`src/rtl/apb_requester.sv`:
```
// Single-outstanding APB initiator: core load/store to APB SETUP/ACCESS.
// Optional ACCESS-phase timeout abort enabled by defining APB_TIMEOUT_EN.
module apb_requester #(
  parameter int ADDR_W  = 32,
  parameter int DATA_W  = 32,
  parameter int TIMEOUT = 16
) (
  input  logic              pclk,
  input  logic              preset_n,
  input  logic              req_valid,
  output logic              req_ready,
  input  logic              req_write,
  input  logic [ADDR_W-1:0] req_addr,
  input  logic [DATA_W-1:0] req_wdata,
  output logic              rsp_valid,
  output logic [DATA_W-1:0] rsp_rdata,
  output logic              rsp_err,
  output logic              psel,
  output logic              penable,
  output logic              pwrite,
  output logic [ADDR_W-1:0] paddr,
  output logic [DATA_W-1:0] pwdata,
  input  logic [DATA_W-1:0] prdata,
  input  logic              pready,
  input  logic              pslverr
);

  localparam logic [1:0] S_IDLE   = 2'd0;
  localparam logic [1:0] S_SETUP  = 2'd1;
  localparam logic [1:0] S_ACCESS = 2'd2;

  logic [1:0]        r_state;
  logic              r_pwrite;
  logic [ADDR_W-1:0] r_paddr;
  logic [DATA_W-1:0] r_pwdata;
  logic              r_rsp_valid;
  logic [DATA_W-1:0] r_rsp_rdata;
  logic              r_rsp_err;
  logic              w_abort;

`ifdef APB_TIMEOUT_EN
  localparam logic [7:0] TO_LIM = 8'(TIMEOUT - 1);

  logic [7:0] r_wait;

  // Counts ACCESS cycles spent waiting; cleared while in SETUP.
  always_ff @(posedge pclk) begin
    if (!preset_n) begin
      r_wait <= 8'd0;
    end else if (r_state == S_SETUP) begin
      r_wait <= 8'd0;
    end else if (r_state == S_ACCESS && !pready) begin
      r_wait <= r_wait + 8'd1;
    end
  end

  assign w_abort = (r_state == S_ACCESS) && !pready
                && (r_wait == TO_LIM);
`else
  assign w_abort = 1'b0;
`endif

  always_ff @(posedge pclk) begin
    if (!preset_n) begin
      r_state     <= S_IDLE;
      r_pwrite    <= 1'b0;
      r_paddr     <= '0;
      r_pwdata    <= '0;
      r_rsp_valid <= 1'b0;
      r_rsp_rdata <= '0;
      r_rsp_err   <= 1'b0;
    end else begin
      r_rsp_valid <= 1'b0;
      case (r_state)
        S_IDLE: begin
          if (req_valid) begin
            r_pwrite <= req_write;
            r_paddr  <= req_addr;
            r_pwdata <= req_wdata;
            r_state  <= S_SETUP;
          end
        end
        S_SETUP: begin
          r_state <= S_ACCESS;
        end
        S_ACCESS: begin
          if (pready) begin
            r_state     <= S_IDLE;
            r_rsp_valid <= 1'b1;
            r_rsp_err   <= pslverr;
            r_rsp_rdata <= r_pwrite ? '0 : prdata;
          end else if (w_abort) begin
            r_state     <= S_IDLE;
            r_rsp_valid <= 1'b1;
            r_rsp_err   <= 1'b1;
            r_rsp_rdata <= '0;
          end
        end
        default: begin
          r_state <= S_IDLE;
        end
      endcase
    end
  end

  assign req_ready = (r_state == S_IDLE);
  assign psel      = (r_state != S_IDLE);
  assign penable   = (r_state == S_ACCESS);
  assign pwrite    = r_pwrite;
  assign paddr     = r_paddr;
  assign pwdata    = r_pwdata;
  assign rsp_valid = r_rsp_valid;
  assign rsp_rdata = r_rsp_rdata;
  assign rsp_err   = r_rsp_err;

endmodule

```
`config.mk`:
```
export PLATFORM = sky130hd
export DESIGN_NAME = apb_requester
export DESIGN_NICKNAME = d
export VERILOG_FILES = /design/src/rtl/apb_requester.sv
export SDC_FILE = /design/constraint.sdc
export NUM_CORES = 1
export LEC_CHECK = 0
export BUFFER_PORTS_ARGS = -buffer_cell sky130_fd_sc_hd__buf_2
export CAP_MARGIN = 10
export CORE_MARGIN = 2
export CORE_UTILIZATION = 45
export CTS_CLUSTER_DIAMETER = 100
export DETAILED_ROUTE_END_ITERATION = 7
export GPL_TIMING_DRIVEN = 0
export PLACE_DENSITY_LB_ADDON = 0.3
export REMOVE_ABC_BUFFERS = 1
export SLEW_MARGIN = 20
export SYNTH_ARGS = -nofsm -noshare
export SYNTH_HDL_FRONTEND = slang
export SYNTH_SLANG_ARGS = --single-unit
export TNS_END_PERCENT = 5
```
`constraint.sdc`:
```
create_clock -name pclk -period 1.4 [get_ports pclk]
set_clock_uncertainty 0.05 [all_clocks]
set_input_delay 0.07 -clock pclk [delete_from_list [all_inputs] [get_ports pclk]]
set_output_delay 0.07 -clock pclk [all_outputs]
set_load 0.01 [all_outputs]
```
# == After elaboration in Yosys (flattened, before gate mapping) ==
# Index checks and enable logic that the tools add are counted.
# classes
n_eq_ne,4
reduce_logical,6
muxes,5
# op_table
cell,count
$mux W32,1
$reduce_and A2 Y1,4
$pmux W2 S3,1
$mux W2,2
$eq A2 B1 Y1 const B,1
$eq A2 B2 Y1 const B,1
$logic_not A2 Y1,1
$ne A2 B1 Y1 const B,1
$ne A2 B2 Y1 const B,1
$reduce_bool A2 Y1,1
$mux W1,1
# word_totals
out_inout_bits,102
wordCells,22
register_bits,101
input_bits,102

# == Logic depth before layout (Yosys ltp) ==
# Gate-level depths: netlist of run 1.
# depth
ltp_word,3
mapped_depth,5

# == Worst setup path before layout of run 1 ==
# Ideal clock, no wire load.
# synth_timing
path_kind,reg2reg
startpoint,register r_state[1]
endpoint,register r_paddr[0] (netlist: paddr[0])
path_stages_with_launch,5
path_slack_ns,0.194
path_buffers,2
arrival_ns,1.085
synth_period_minus_slack_ns,1.206
path_cell_list,dfxtp_1 nor3b_2 buf_4 buf_6 mux2i_1
# synth_between
elab_chain_cells,2
# synth_rtl
item,line_no,source
from (decl),32,logic [1:0] r_state;
from (signal assigned),65,r_state <= S_IDLE;
from (signal assigned),80,r_state <= S_SETUP;
from (signal assigned),84,r_state <= S_ACCESS;
$logic_not A2 Y1,74,case (r_state)
$reduce_and A2 Y1 (no line),--,
to (signal assigned),78,r_paddr <= req_addr;
to (decl),34,logic [ADDR_W-1:0] r_paddr;
# No other way between the ends.
# A chain may end at the register's enable or synchronous reset.

# == Worst setup path in the final report of run 1 ==
# layout_timing
startpoint,register r_state[1]
endpoint,register r_pwdata[16] (netlist: pwdata[16])
# layout_between
elab_chain_cells,2
# layout_rtl
item,line_no,source
$logic_not A2 Y1,74,
$reduce_and A2 Y1 (no line),--,
to (signal assigned),79,r_pwdata <= req_wdata;
to (decl),35,logic [DATA_W-1:0] r_pwdata;
# No other way between the ends.

==> key figures, run 1 <==
Floorplan
  • Initial Util: 45.69%
  • # rows: 35
  • Io pins: 204
  • Core Box Area: 9065 µm²
  • Die height: 99.94 µm
  • Chip Width: 99.94 µm
  • Die ar.: 9987 µm²

Timing
  • RSZ-0062 raised after global routing: yes
  • Slew Viols, Final: 0
  • Slew margin rel.: 57.07%
  • Worst slew pin tran: 0.6439 ns
  • Fin. Hold Viols: 0
  • Setup violations, final: 7
  • Fmax achieved: 693.6 MHz
  • Final Critical Period: 1.442 ns
  • Final period utilization: 103.0%
  • Final worst setup slack: -0.04180 ns

Yosys
  • Mapped Avg Cell Area: 9.391 µm²
  • Synthesis warning total: 0
  • Post-Syn Instances: 441
  • Seq cells post-synth: 101
  • Synth area leaders: dfxtp_1, mux2i_1, nand2_1
  • Post-synthesis sequential area ratio: 48.82%
  • Post-synthesis cell type count: 17
  • Mapped cell area: 4141 µm²
  • Cell taking the most area after synthesis: dfxtp_1
  • Yosys top cell area share: 48.82%

Status
  • Status: finished with violations
  • Failing checks: negative setup slack

Drt
  • DR iter-0 viols: 100
  • Vias: 4140
  • DR WL/cell: 14.66 µm
  • Drt pass-1 iters: 4
  • Final WL: 12590 µm
  • Vias per inst: 4.820
  • DRC viols: 0
  • DRT antenna net count: 0

Clock tree
  • Clock root cell: clkbuf_8
  • Worst skew pair latency: 0.35 ns
  • CTS Buffer Depth: 2
  • TritonCTS buffer count: 9
  • CTS clock-pin slew for the worst setup and hold paths: 0.10 ns
  • H-tree depth: 3
  • CTS tree: done
  • Clk sinks: 101

Placed design
  • Dpl ws: -0.8946 ns
  • Port Buffer Count: 203
  • Post-DP HPWL: 6828 µm
  • Dpl cell area: 5226 µm²
  • RePlAce Congestion: 0.7307

Critical path
  • CP peak stage delay: 0.37 ns
  • Slowest cell on crit path: dfxtp_4
  • Critical path cell sequence: nor3b_4, clkbuf_16, buf_8, buf_12, mux2i_4
  • Worst setup SP type: flop
  • Required time of the critical path: 1.62 ns
  • R2r setup slk: -0.04 ns
  • Crit path to: pwdata[16]$_SDFFE_PN0P_
  • R2r endpoint: pwdata[16]$_SDFFE_PN0P_
  • CP Class: reg2reg
  • RR Startpoint: r_state[1]$_SDFFE_PN0P_
  • Worst-path fanout max: 12
  • WP buf/inv: 3
  • CP arrival: 1.66 ns
  • Worst setup path startpoint: r_state[1]$_SDFFE_PN0P_
  • Top cell family by delay on the critical path: buffers and inverters
  • Cell count along the critical path: 5
  • Critical path endpoint category: flop
  • Reg2reg path depth: 5

Cells and area
  • Share of layout cells above drive strength 1: 33.29%
  • Layout overhead on the synthesized area: 60.63%
  • Antenna cells: 0
  • Commonest non-fill, non-tap cells in the layout: buf_2, nand2_1, dlygate4sd3_1
  • Commonest non-fill, non-tap cell in the layout: buf_2
  • Finished Cell Area: 6653 µm²
  • Fill cells: 587
  • Nets: 846

Pwr
  • Max VDD drop: 0.5799 mV
  • Power per cell area: 936.0 nW/µm²
  • Lkg Pwr: 0.003165 µW

GRT
  • GR Overflow Total: 0
  • First-pass GRT wire length: 19750 µm
  • Vias in the first global route: 4212
  • Initial antenna violation count: 0
  • Largest net degree at the start of global routing: 104
  • All-Layer GR Usage: 24.51%

Flow run
  • Max-cap violations: 0

Worst hold path
  • Worst hold path type: in2reg
repair_timing:
action | in CTS | in global routing
endpoints found under the setup margin | 99 | 72
buffers inserted | 6 | 11
cloned | 2 | 1
resized for setup | 8 | 7
hold endpoints to repair | 99 | 0
hold buffers | 99 | 0
pin swaps | 1 | 2
power by group:
group / internal, µW / leakage (µW) / switching, µW
clock: 825 / 0.0000850 / 986
combinational: 730 / 0.00225 / 556
sequential: 3030 / 0.000827 / 99.9
worst reg2reg max path: stages, from the launching register on:
cell and delay [ns]:
dfxtp_4 0.37, nor3b_4 0.25, clkbuf_16 0.20, buf_8 0.12
buf_12 0.15, mux2i_4 0.23
registers in the layout, indices dropped and copies added, names as in the netlist:
register,cells
rsp_valid,1
rsp_rdata,32
pwrite,1
paddr,32
pwdata,32
rsp_err,1
r_state,2
cell families after synthesis:
logic type / after synthesis / synth area share (%)
muxes: 98 / 23.69
DFF: 101 / 48.82
buffers and inverters: 37 / 5.196
AOI/OAI and AO/OA: 1 / 0.1813
and+or+nand+nor: 204 / 22.11
Yosys cell counts:
library cell	n
nand2_1	164
dfxtp_1	101
mux2i_1	98
nand3b_1	32
buf_2	13
clkbuf_1	12
buf_6	6
buf_4	4
and2_1	2
nor2b_1	2
and3b_1	1
buf_1	1
inv_1	1
nor3b_1	1
nor3b_2	1
o21a_1	1
or2_1	1
metrics by stage:
stage	TNS, ns	util (%)	cells	hold slack, ns	total power [µW]
after floorplan	-224.62	-	405	0.1375	3648
after global placement	-325.81	56.09	719	0.2675	4082
after detailed placement	-37.91	57.65	726	0.2771	4104
after CTS	-1.237	72.04	847	0.1589	6187
after global routing	-1.734	73.39	859	0.1844	6512
final	-0.1761	73.39	859	0.1837	6227
per-layer routing:
metal  vias to the layer above  routed length, µm  part of all wire (%)  global-route usage, %
li1                       2043                  -                     -                      -
met1                      1908               5050                    40                  28.00
met2                       166               6490                    52                  43.97
met3                        23                854                   6.8                  7.173
met4                         0                199                   1.6                  7.903
met5                         -                  0                     0                      0
layout make-up:
cell class	instances	area (µm²)	share of cell area, %
clock buffer	10	127.6	1.918
clock inverter	5	61.31	0.9216
inverter	1	3.754	0.05642
multi-input combinational	303	1927	28.96
sequential	101	2028	30.49
tap	111	138.9	2.088
timing repair buffer	328	2366	35.57
how the worst min path moves through the flow:
stage	startpoint	end	slack (ns)	depth (start not counted)
final	preset_n	paddr[4]$_SDFFE_PN0P_	0.18	3
after global placement	req_wdata[16]	pwdata[16]$_SDFFE_PN0P_	0.27	3
after detailed placement	req_addr[22]	paddr[22]$_SDFFE_PN0P_	0.28	3
after floorplan	preset_n	r_state[1]$_SDFFE_PN0P_	0.14	1
after CTS	preset_n	paddr[14]$_SDFFE_PN0P_	0.16	3
after global routing	preset_n	paddr[4]$_SDFFE_PN0P_	0.18	3
Note: power is estimated with default switching activity, not from simulation.
==> run 2: changes to the inputs <==
Settings changed: MAX_ROUTING_LAYER set to met4.
==> run 2 against run 1 <==
The flow still finishes with violations (negative setup slack); global-route usage increased by 0.68 points; first-iteration DRC count rose by 8.0%; sequential power about the same; wire length rose by 0.21%; non-clock buffer count did not move; count of clock-buffer cells in the layout unchanged; total power rose by 0.18%; register-to-register slack is essentially flat; cell count stayed put; largest power group unchanged; highest routed layer unchanged.
==> key figures, run 2 (synthesized netlist as in run 1, its figures left out) <==
Cells and area
  • Fill cells: 587 (unchanged)
  • Antenna cells: 0 (unchanged)
  • Share of layout cells above drive strength 1: 33.29% (unchanged)
  • Layout overhead on the synthesized area: 60.63% (unchanged)
  • Commonest non-fill, non-tap cell in the layout: buf_2
  • Nets: 846 (unchanged)
  • Register Area: 2028 µm² (unchanged)
  • Final Instance Count excl. Fillers: 859 (unchanged)
  • Final core occ: 73.39% (unchanged)
  • Commonest non-fill, non-tap cells in the layout: buf_2, nand2_1, dlygate4sd3_1
  • Multi-input gate area: 1927 µm² (unchanged)

Drt
  • DRT antenna net count: 0 (unchanged)
  • Vias per inst: 4.839 (+0.41%)
  • Final WL: 12620 µm (+0.21%)
  • DR iter-0 viols: 108 (+8.0%)
  • Drt pass-1 iters: 5 (+1)
  • DRC viols: 0 (unchanged)
  • Vias: 4157 (+0.41%)
  • DR WL/cell: 14.69 µm (+0.21%)

Critical path
  • Worst setup path startpoint: r_state[1]$_SDFFE_PN0P_
  • Worst-path fanout max: 12 (unchanged)
  • Critical path endpoint category: flop
  • Slowest cell on crit path: dfxtp_4
  • Worst setup SP type: flop
  • CP arrival: 1.67 ns (about the same)
  • R2r setup slk: -0.04 ns (about the same)
  • Reg2reg path depth: 5 (unchanged)
  • WP buf/inv: 3 (unchanged)
  • Required time of the critical path: 1.62 ns (about the same)
  • Top cell family by delay on the critical path: buffers and inverters
  • CP Class: reg2reg
  • CP peak stage delay: 0.37 ns (about the same)
  • Cell count along the critical path: 5 (unchanged)
  • Critical path cell sequence: nor3b_4, clkbuf_16, buf_8, buf_12, mux2i_4
  • R2r endpoint: pwdata[16]$_SDFFE_PN0P_
  • Crit path to: pwdata[16]$_SDFFE_PN0P_
  • RR Startpoint: r_state[1]$_SDFFE_PN0P_

Clock tree
  • Clock root cell: clkbuf_8
  • Worst skew pair latency: 0.35 ns (about the same)
  • H-tree depth: 3 (unchanged)
  • CTS clock-pin slew for the worst setup and hold paths: 0.10 ns (about the same)
  • Clk sinks: 101 (unchanged)
  • CTS tree: done
  • CTS Buffer Depth: 2 (unchanged)
  • TritonCTS buffer count: 9 (unchanged)

Placed design
  • RePlAce Congestion: 0.7395 (+1.2%)
  • Placed Cells: 726 (unchanged)
  • Post-DP HPWL: 6828 µm (unchanged)
  • Port Buffer Count: 203 (unchanged)

Timing
  • Final Critical Period: 1.442 ns (-0.0002859 ns)
  • Slew margin rel.: 56.99% (-0.083 points)
  • Worst slew pin tran: 0.6451 ns (+0.001249 ns)
  • Fin. Hold Viols: 0 (unchanged)
  • Setup TNS: -0.1517 ns (+0.02447 ns)
  • Final period utilization: 103.0% (about the same)
  • Slew Viols, Final: 0 (unchanged)
  • Setup violations, final: 6 (-1)
  • Fmax achieved: 693.7 MHz (about the same)
  • RSZ-0062 raised after global routing: yes
  • Final worst setup slack: -0.04152 ns (+0.0002859 ns)

GRT
  • Vias in the first global route: 4208 (-0.095%)
  • Met3 Resource Use GR: 6.755% (-0.42 points)
  • First-pass GRT wire length: 19730 µm (-0.10%)
  • GR Overflow Total: 0 (unchanged)
  • Initial antenna violation count: 0 (unchanged)
  • All-Layer GR Usage: 25.19% (+0.68 points)
  • GR peak layer: met2
  • Routing usage on met2: 43.97% (unchanged)
  • Largest net degree at the start of global routing: 104 (unchanged)
  • Routing usage on met1: 28.13% (+0.13 points)

Pwr
  • Lkg Pwr: 0.003165 µW (unchanged)
  • Max VDD drop: 0.5809 mV (+0.17%)
  • Total power: 6238 µW (+0.18%)
  • Power per cell area: 937.7 nW/µm² (+0.18%)

Status
  • Status: finished with violations
  • Failing checks: negative setup slack

Floorplan
  • Die ar.: 9987 µm² (unchanged)
  • Die height: 99.94 µm (unchanged)
  • Core Box Area: 9065 µm² (unchanged)
  • # rows: 35 (unchanged)
  • Initial Util: 45.69% (unchanged)
  • Chip Width: 99.94 µm (unchanged)
  • Io pins: 204 (unchanged)

Worst hold path
  • Worst hold path type: in2reg

Flow run
  • Max-cap violations: 0 (unchanged)
[run 2: cell counts in the layout (fill, tap and decap cells not counted)]
Identical to the previous run, type by type.
[run 2: report_power, final]
group / internal, µW / leakage (µW) / switching, µW
clock network: 825 / 0.0000850 / 997
registers: 3030 / 0.000827 / 100
logic: 730 / 0.00225 / 556
total: 4580 / 0.00316 / 1650
[run 2: area by class of cell]
class	count	share of cell area, %
clock buffers	10	1.918
repair buffers	328	35.57
flip-flops and latches	101	30.49
clock inverters	5	0.9216
well taps	111	2.088
multi-input cells	303	28.96
inverters	1	0.05642
[run 2: worst min-delay path by stage]
stage	start	endpoint	cells past startpoint
global placement	req_wdata[16]	pwdata[16]$_SDFFE_PN0P_	3
global route	preset_n	paddr[4]$_SDFFE_PN0P_	3
detailed placement	req_addr[22]	paddr[22]$_SDFFE_PN0P_	3
floorplan	preset_n	r_state[1]$_SDFFE_PN0P_	1
CTS	preset_n	paddr[14]$_SDFFE_PN0P_	3
finish	preset_n	paddr[4]$_SDFFE_PN0P_	3
[run 2: per-layer routing]
metal / wire [µm] / up-vias
li1: - / 2041
met5: 0 / -
met4: 200 / 0
met3: 908 / 23
met1: 5086 / 1916
met2: 6425 / 177
[run 2: what timing repair did]
item                                    CTS  global route
pin swaps                                 1             2
hold buffers                             99             0
setup buffers                             6            11
endpoints found under the setup margin   99            72
gates resized for setup                   8             7
hold endpoints to repair                 99             0
gates cloned                              2             1
[run 2: stage by stage]
step           setup WS (ns)  cell area (µm²)  hold slack, ns
2_1_floorplan         -3.109             3930          0.1375
3_3_place_gp          -4.280             5085          0.2675
3_5_place_dp         -0.8946             5226          0.2771
4_1_cts              -0.1146             6530          0.1589
5_1_grt             -0.09458             6653          0.1869
6_report            -0.04152             6653          0.1756
[run 2: tightest hold or removal path, delay by kind of cell]
family        cells  cell delay [ns]
buf+inv           1             0.26
mux               1             0.05
simple gates      1             0.14
==> run 3: changes to the inputs <==
Settings changed: BUFFER_PORTS_ARGS -buffer_cell sky130_fd_sc_hd__buf_2 to not set, DONT_BUFFER_PORTS set to 1.
==> run 3 against run 2 <==
The flow now stops in clock tree synthesis; synthesized cell count did not move; area after synthesis is the same.
==> key figures, run 3 <==
Placed design
  • Post-DP HPWL: 5894 µm (-14%)
  • Placed Cells: 522 (-28%)
  • Dpl cell area: 4164 µm² (-20%)
  • RePlAce Congestion: 0.7422 (+0.37%)
  • Port Buffer Count: 0 (-100%)

Clock tree
  • TritonCTS buffer count: 9 (unchanged)
  • Clock root cell: clkbuf_8
  • Postcts setup bufs: 7 (+1)
  • H-tree depth: 3 (unchanged)
  • Resize count post-CTS: 14 (+6)
  • Hold_buf cts: 110 (+11%)
  • Clk sinks: 101 (unchanged)
  • CTS Buffer Depth: 2 (unchanged)

Status
  • Stop err: [ERROR RSZ-0060] Max buffer count reached.
  • Failing step: clock tree synthesis
  • Status: did not finish

Floorplan
  • Chip Width: 99.94 µm (unchanged)
  • Die height: 99.94 µm (unchanged)
  • # rows: 35 (unchanged)
  • Io pins: 204 (unchanged)
  • Initial Util: 45.69% (unchanged)

Yosys
  • Mapped Avg Cell Area: 9.391 µm² (unchanged)
  • Post-synthesis mux area share: 23.69% (unchanged)
  • Top FF cell, synth: dfxtp_1
  • Xor/xnor share of the synthesized area: 0% (unchanged)
  • Synth Area in Adders: 0% (unchanged)
  • Mapped cell area: 4141 µm² (unchanged)
  • Post-synthesis sequential area ratio: 48.82% (unchanged)
  • Fraction of the mapped netlist area in simple logic gates: 22.11% (unchanged)
  • Synth area leaders: dfxtp_1, mux2i_1, nand2_1
  • Yosys top cell area share: 48.82% (unchanged)
  • Post-synth top cells: nand2_1, dfxtp_1, mux2i_1
  • Post-synthesis cell type count: 17 (unchanged)
  • Largest family of logic cells by synthesized area: multiplexers
  • Synthesis warning total: 0 (unchanged)
  • Post-synth EDFFs: 0 (unchanged)
  • Seq cells post-synth: 101 (unchanged)
  • Most frequent cell after synthesis: nand2_1
  • Post-Syn Instances: 441 (unchanged)
  • Cell taking the most area after synthesis: dfxtp_1
  • Synth async-reset ratio: 0% (unchanged)
  • Complex-gate fraction of the synthesized area: 0.1813% (unchanged)
## run 3: cell counts after synthesis
Identical to the previous run, type by type.
## run 3: stage by stage
stage,setup TNS (ns),setup slack (ns)
after global placement,-312.51,-4.286
after detailed placement,-19.44,-0.4653
after floorplan,-224.62,-3.109
## run 3: logic make-up after synthesis
family	after synthesis
AND/OR/NAND/NOR	204
flip-flops	101
multiplexers	98
AO/OA/AOI/OAI	1
buffers and inverters	37
==> run 4: changes to the inputs <==
Settings changed: CORE_UTILIZATION 45 to 30, CTS_CLUSTER_DIAMETER 100 to not set, MAX_ROUTING_LAYER met4 to not set, PLACE_DENSITY_LB_ADDON 0.3 to 0.15.
==> run 4 against run 3 <==
The flow again stops in clock tree synthesis; synthesized cell count is the same; area after synthesis unchanged.
==> key figures, run 4 <==
Yosys
  • Most frequent cell after synthesis: nand2_1
  • Synth async-reset ratio: 0% (unchanged)
  • Post-synthesis cell type count: 17 (unchanged)
  • Complex-gate fraction of the synthesized area: 0.1813% (unchanged)
  • Post-synth EDFFs: 0 (unchanged)
  • Post-Syn Instances: 441 (unchanged)
  • Yosys top cell area share: 48.82% (unchanged)
  • Synthesis warning total: 0 (unchanged)
  • Mapped cell area: 4141 µm² (unchanged)
  • Synth area leaders: dfxtp_1, mux2i_1, nand2_1
  • Post-synthesis sequential area ratio: 48.82% (unchanged)
  • Post-synth top cells: nand2_1, dfxtp_1, mux2i_1
  • Seq cells post-synth: 101 (unchanged)
  • Synth Area in Adders: 0% (unchanged)
  • Mapped Avg Cell Area: 9.391 µm² (unchanged)
  • Post-synthesis mux area share: 23.69% (unchanged)
  • Largest family of logic cells by synthesized area: multiplexers
  • Cell taking the most area after synthesis: dfxtp_1
  • Xor/xnor share of the synthesized area: 0% (unchanged)
  • Fraction of the mapped netlist area in simple logic gates: 22.11% (unchanged)
  • Top FF cell, synth: dfxtp_1

Clock tree
  • Resize count post-CTS: 16 (+2)
  • CTS Buffer Depth: 2 (unchanged)
  • Postcts setup bufs: 9 (+2)
  • H-tree depth: 3 (unchanged)
  • Clock root cell: clkbuf_16
  • Hold_buf cts: 125 (+14%)
  • Clk sinks: 101 (unchanged)
  • TritonCTS buffer count: 9 (unchanged)

Floorplan
  • Die height: 121.5 µm (+22%)
  • Io pins: 204 (unchanged)
  • Chip Width: 121.5 µm (+22%)
  • Initial Util: 31.03% (-15 points)
  • # rows: 42 (+20%)

Status
  • Stop err: [ERROR RSZ-0060] Max buffer count reached.
  • Status: did not finish
  • Failing step: clock tree synthesis

Placed design
  • RePlAce Congestion: 0.6491 (-13%)
  • Post-DP HPWL: 6388 µm (+8.4%)
  • Port Buffer Count: 0 (unchanged)
[run 4: kinds of logic after synthesis]
group / count (synthesis)
multiplexers: 98
AND/OR/NAND/NOR: 204
buffers and inverters: 37
AO/OA/AOI/OAI: 1
flip-flops: 101
[run 4: stage by stage]
stage	cells	setup slack (ns)	instance area, µm²	hold WS, ns
after global placement	581	-4.390	4150	0.1655
after floorplan	405	-3.109	3930	0.1375
after detailed placement	588	-0.5765	4269	0.1721
